--- src/rtl/led_matrix_scan_controller.sv ---
// 5x7 LED matrix column scanner with double-buffered image (pending -> active swap at frame boundary).
// Latency: all outputs registered, image_ack one cycle after image_valid; no backpressure, every image write is accepted.
module led_matrix_scan_controller #(
    parameter int DWELL_CYCLES = 1000,
    parameter int BLANK_CYCLES = 2
) (
    input  logic        clk,
    input  logic        reset,
    input  logic        enable,
    input  logic [34:0] image,
    input  logic        image_valid,
    output logic        image_ack,
    output logic [4:0]  columns,
    output logic [6:0]  rows,
    output logic        frame_done
);

    localparam int CMAX = (DWELL_CYCLES > BLANK_CYCLES) ? DWELL_CYCLES : BLANK_CYCLES;
    localparam int CW   = $clog2(CMAX + 1);

    typedef enum logic [1:0] {IDLE, BLANK, DRIVE} state_t;

    state_t          state, state_nxt;
    logic [CW-1:0]   cnt, cnt_nxt;
    logic [2:0]      col, col_nxt;
    logic            wrap;
    logic [34:0]     active, pending;
    logic            pending_full;
    logic [4:0][6:0] active_cols;

    assign active_cols = active;

    always_comb begin
        state_nxt = state;
        cnt_nxt   = cnt + 1'b1;
        col_nxt   = col;
        wrap      = 1'b0;
        if (!enable) begin
            state_nxt = IDLE;
            cnt_nxt   = '0;
            col_nxt   = 3'd0;
        end else begin
            case (state)
                IDLE: begin
                    state_nxt = BLANK;
                    cnt_nxt   = '0;
                    col_nxt   = 3'd0;
                end
                BLANK: begin
                    if (cnt == CW'(BLANK_CYCLES - 1)) begin
                        state_nxt = DRIVE;
                        cnt_nxt   = '0;
                    end
                end
                DRIVE: begin
                    if (cnt == CW'(DWELL_CYCLES - 1)) begin
                        state_nxt = BLANK;
                        cnt_nxt   = '0;
                        if (col == 3'd4) begin
                            col_nxt = 3'd0;
                            wrap    = 1'b1;
                        end else begin
                            col_nxt = col + 3'd1;
                        end
                    end
                end
                default: begin
                    state_nxt = IDLE;
                    cnt_nxt   = '0;
                    col_nxt   = 3'd0;
                end
            endcase
        end
    end

    // Outputs are registered from next-state so they line up with the state they describe.
    always_ff @(posedge clk or posedge reset) begin
        if (reset) begin
            state      <= IDLE;
            cnt        <= '0;
            col        <= 3'd0;
            columns    <= 5'b11111;
            rows       <= 7'd0;
            frame_done <= 1'b0;
            image_ack  <= 1'b0;
        end else begin
            state      <= state_nxt;
            cnt        <= cnt_nxt;
            col        <= col_nxt;
            frame_done <= wrap;
            image_ack  <= image_valid;
            if (state_nxt == DRIVE) begin
                columns <= ~(5'b00001 << col_nxt);
                rows    <= active_cols[col_nxt];
            end else begin
                columns <= 5'b11111;
                rows    <= 7'd0;
            end
        end
    end

    // A write coinciding with the frame swap bypasses pending and lands straight in active.
    always_ff @(posedge clk or posedge reset) begin
        if (reset) begin
            active       <= '0;
            pending      <= '0;
            pending_full <= 1'b0;
        end else if (wrap && image_valid) begin
            active       <= image;
            pending_full <= 1'b0;
        end else begin
            if ((wrap || state == IDLE) && pending_full) begin
                active       <= pending;
                pending_full <= 1'b0;
            end
            if (image_valid) begin
                pending      <= image;
                pending_full <= 1'b1;
            end
        end
    end

endmodule

--- config.mk ---
export PLATFORM = sky130hd
export DESIGN_NAME = led_matrix_scan_controller
export DESIGN_NICKNAME = d
export VERILOG_FILES = /design/src/rtl/led_matrix_scan_controller.sv
export SDC_FILE = /design/constraint.sdc
export NUM_CORES = 1
export LEC_CHECK = 0
export CORE_MARGIN = 1.5
export CORE_UTILIZATION = 51
export DETAILED_ROUTE_END_ITERATION = 8
export PLACE_DENSITY = 0.8
export SYNTH_ARGS = -nofsm -noshare
export SYNTH_HDL_FRONTEND = slang
export SYNTH_SLANG_ARGS = --single-unit
--- constraint.sdc ---
create_clock -name clk -period 2.9 [get_ports clk]
set_input_delay 0.435 -clock clk [delete_from_list [all_inputs] [get_ports clk]]
set_output_delay 0.435 -clock clk [all_outputs]
set_load 0.005 [all_outputs]
==> impl_metrics.ini <==
[floorplanning]
die_h_um = 101
initial_core_util_pct = 52.5
fp-row-count = 35
io_pins = 53
core_area_sq_um = 9240
die-area_sq_um = 10100
fp.dieW_um = 101

[critical_path]
max_stage_delay_ns = 0.48
cpMostUsedCell = inv_1
critPathMaxFanout = 10
crit_required_ns = 3.15
startpoint_type = flop
end_kind = flop
path_cells = inv_1 -> ha_1 -> inv_1 -> nor3_1 -> a221o_2 -> nand2b_1 -> o22a_1 -> a32o_1
crit_type = reg -> reg
arrival_ns = 3.00
crit_slowest_cell = nor3_1

[flow_run]
cap_viol_max_count = 0

[sta]
fin_crit_sh_pct = 94.7
relSlewSlack_pct = 43.2
rsz0062_at_grt = false
tightest_slew_ns = 0.850
hold_slack_ns = 0.515
period_needed_ns = 2.75
skew_ns = 0.00988
setup_viol_count_final = 0
fin_setup_tns_ns = 0
fin_ws_ns = 0.154
fmax_ghz = 0.364
hold_violations = 0
final-max-slew-violation-count = 0

[clock_tree]
clkTransAtPathRegs_ns = 0.10
root_buffer = clkbuf_8
clock-sinks = 100
cts_made_buffers = 9
cts_tree = yes
cts_buffer_depth = 2
cts_htree_levels = 3
clk_latency_ns = 0.37

[yosys]
yosysSeqAreaShare_pct = 51.7
async_flop_share_pct = 100
netlist_area_sq_um = 4850
synth-seq-cells = 100
synthDistinctLibCells = 55
syn_inst = 407
syn_nets = 454
synth_edf_count = 0
yosys_warnings = 0
synth-main-ff-cell = dfrtp_1
syn_avg_cell_area_sq_um = 11.9

[detailed_routing]
vias = 3326
drtIter0Drc = 174
wirelength_mm = 9.57
first_pass_iters = 5
routedWlPerCell_um = 16.1
viasPerCell = 5.61
drcViolationCount = 0
ant_nets = 0

[power]
leakage_nw = 2.53
vdd_drop_max_mv = 0.279
power_per_cell_area_nw_per_um2 = 530

[cells_and_area]
nFillCells = 742
postLayoutCoreUtil_pct = 62.1
multi_input_area_sq_um = 2160
seqCellArea_sq_um = 2510
drive_above_1_share_pct = 25.2
nets = 506
finalInstanceArea_sq_um = 5740
layout_commonest_cell = dfrtp_1
diodes = 0
area_growth_syn_to_layout_pct = 18.3
layout_common_cells = dfrtp_1 (95), clkdlybuf4s50_1 (52), nor2_1 (50), mux2i_1 (36), mux2_2 (35)

[placed_design]
placed_cell_area_sq_um = 5520
port-buffer-count = 52
routabilityCongestion = 0.789
post-place-ws_ns = 0.154
hpwl_mm = 6.84

[grt]
grt_max_degree = 40
overflow = 0
antenna_found_initial = 0
busiest_layer = met2
grtUsageMet3_pct = 4.02
use_met1_pct = 28.1
grt_pass1_wl_mm = 16.2
grt_pass1_vias = 3271
grt.met2_usage_pct = 34.2
track_usage_pct = 21.0

[outcome]
status = completed

[hold_path]
hold_path_class = reg -> reg
metal layers:
layer	routed length [um]	share of wire, %	vias to the layer above
met4	183	1.9	0
met5	0	0	-
met3	439	4.6	17
met1	4150	43	1643
li1	-	-	1560
met2	4800	50	106
cell type report:
type / instances / share of cell area [%]
clock buffer: 10 / 2.40
clock inverter: 6 / 1.37
inverter: 15 / 1.05
multi-input combinational: 272 / 37.6
sequential: 100 / 43.7
tap: 129 / 2.81
timing repair buffer: 61 / 11.1
power breakdown:
part	internal, mW	switching [mW]	leakage (nW)	total, mW
registers	1.55	0.101	1.19	1.65
clock network	0.441	0.509	0.111	0.949
logic	0.223	0.221	1.22	0.444
total	2.21	0.830	2.53	3.04
cells by family after synthesis:
group           after synthesis  share of synthesized area (%)
buf+inv                      35                           4.25
simple gates                104                           10.9
xor+xnor                      8                           1.44
mux                          72                           15.9
flops                       100                           51.7
compound gates               80                           13.8
fa+ha+maj                     8                           2.06
path summary, 6_finish.rpt:
check / startpoint / to / slack, ns / depth (start not counted)
worst min-delay path: pending[8] / pending[8] / 0.51 / 1
worst max register to register: state[0] / rows[6] / 0.15 / 8
worst min register to register: pending[8] / pending[8] / 0.51 / 1
max in group asynchronous: reset / rows[6] / 1.68 / 3
worst max-delay path: state[0] / rows[6] / 0.15 / 8
min in group asynchronous: reset / cnt[3] / 0.58 / 2
stage by stage:
step | std cells | power (mW)
final | 593 | 3.04
after global routing | 593 | 3.21
after CTS | 593 | 3.08
after detailed placement | 577 | 2.12
after global placement | 577 | 2.10
after floorplan | 407 | 1.97
state kept, by name, summed over array words and instances, names as in the netlist:
register      flops
col               3
columns           5
pending          35
frame_done        1
active           35
image_ack         1
pending_full      1
rows              7
cnt              10
state             2
repair_timing:
item | 4_1_cts | 5_1_grt
hold buffers | 0 | 0
gates resized for setup | 0 | 2
endpoints found under the setup margin | 0 | 6
buffers inserted | 0 | 0
cells in the mapped netlist (all sizes together), types with 6 or more instances:
cell type,number,area share (%)
dfrtp,95,49
ha,8,2.1
o21ai,13,1.4
inv,15,1.2
nand2,8,0.62
mux2,36,8.4
nand3,9,1.0
a21oi,40,6.6
buf,18,2.9
o22a,6,1.1
nor2,50,3.9
mux2i,36,7.4
a32o,7,1.4
nor3,16,2.0
worst max-delay path, delay by kind of cell, from the launching register on:
kind	cells	cell delay [ns]
AND/OR/NAND/NOR	2	0.68
flip-flops	1	0.44
AO/OA/AOI/OAI	3	0.91
adder cells (fa/ha/maj)	1	0.32
buffers and inverters	2	0.27
(Power assumes the default switching activity.)
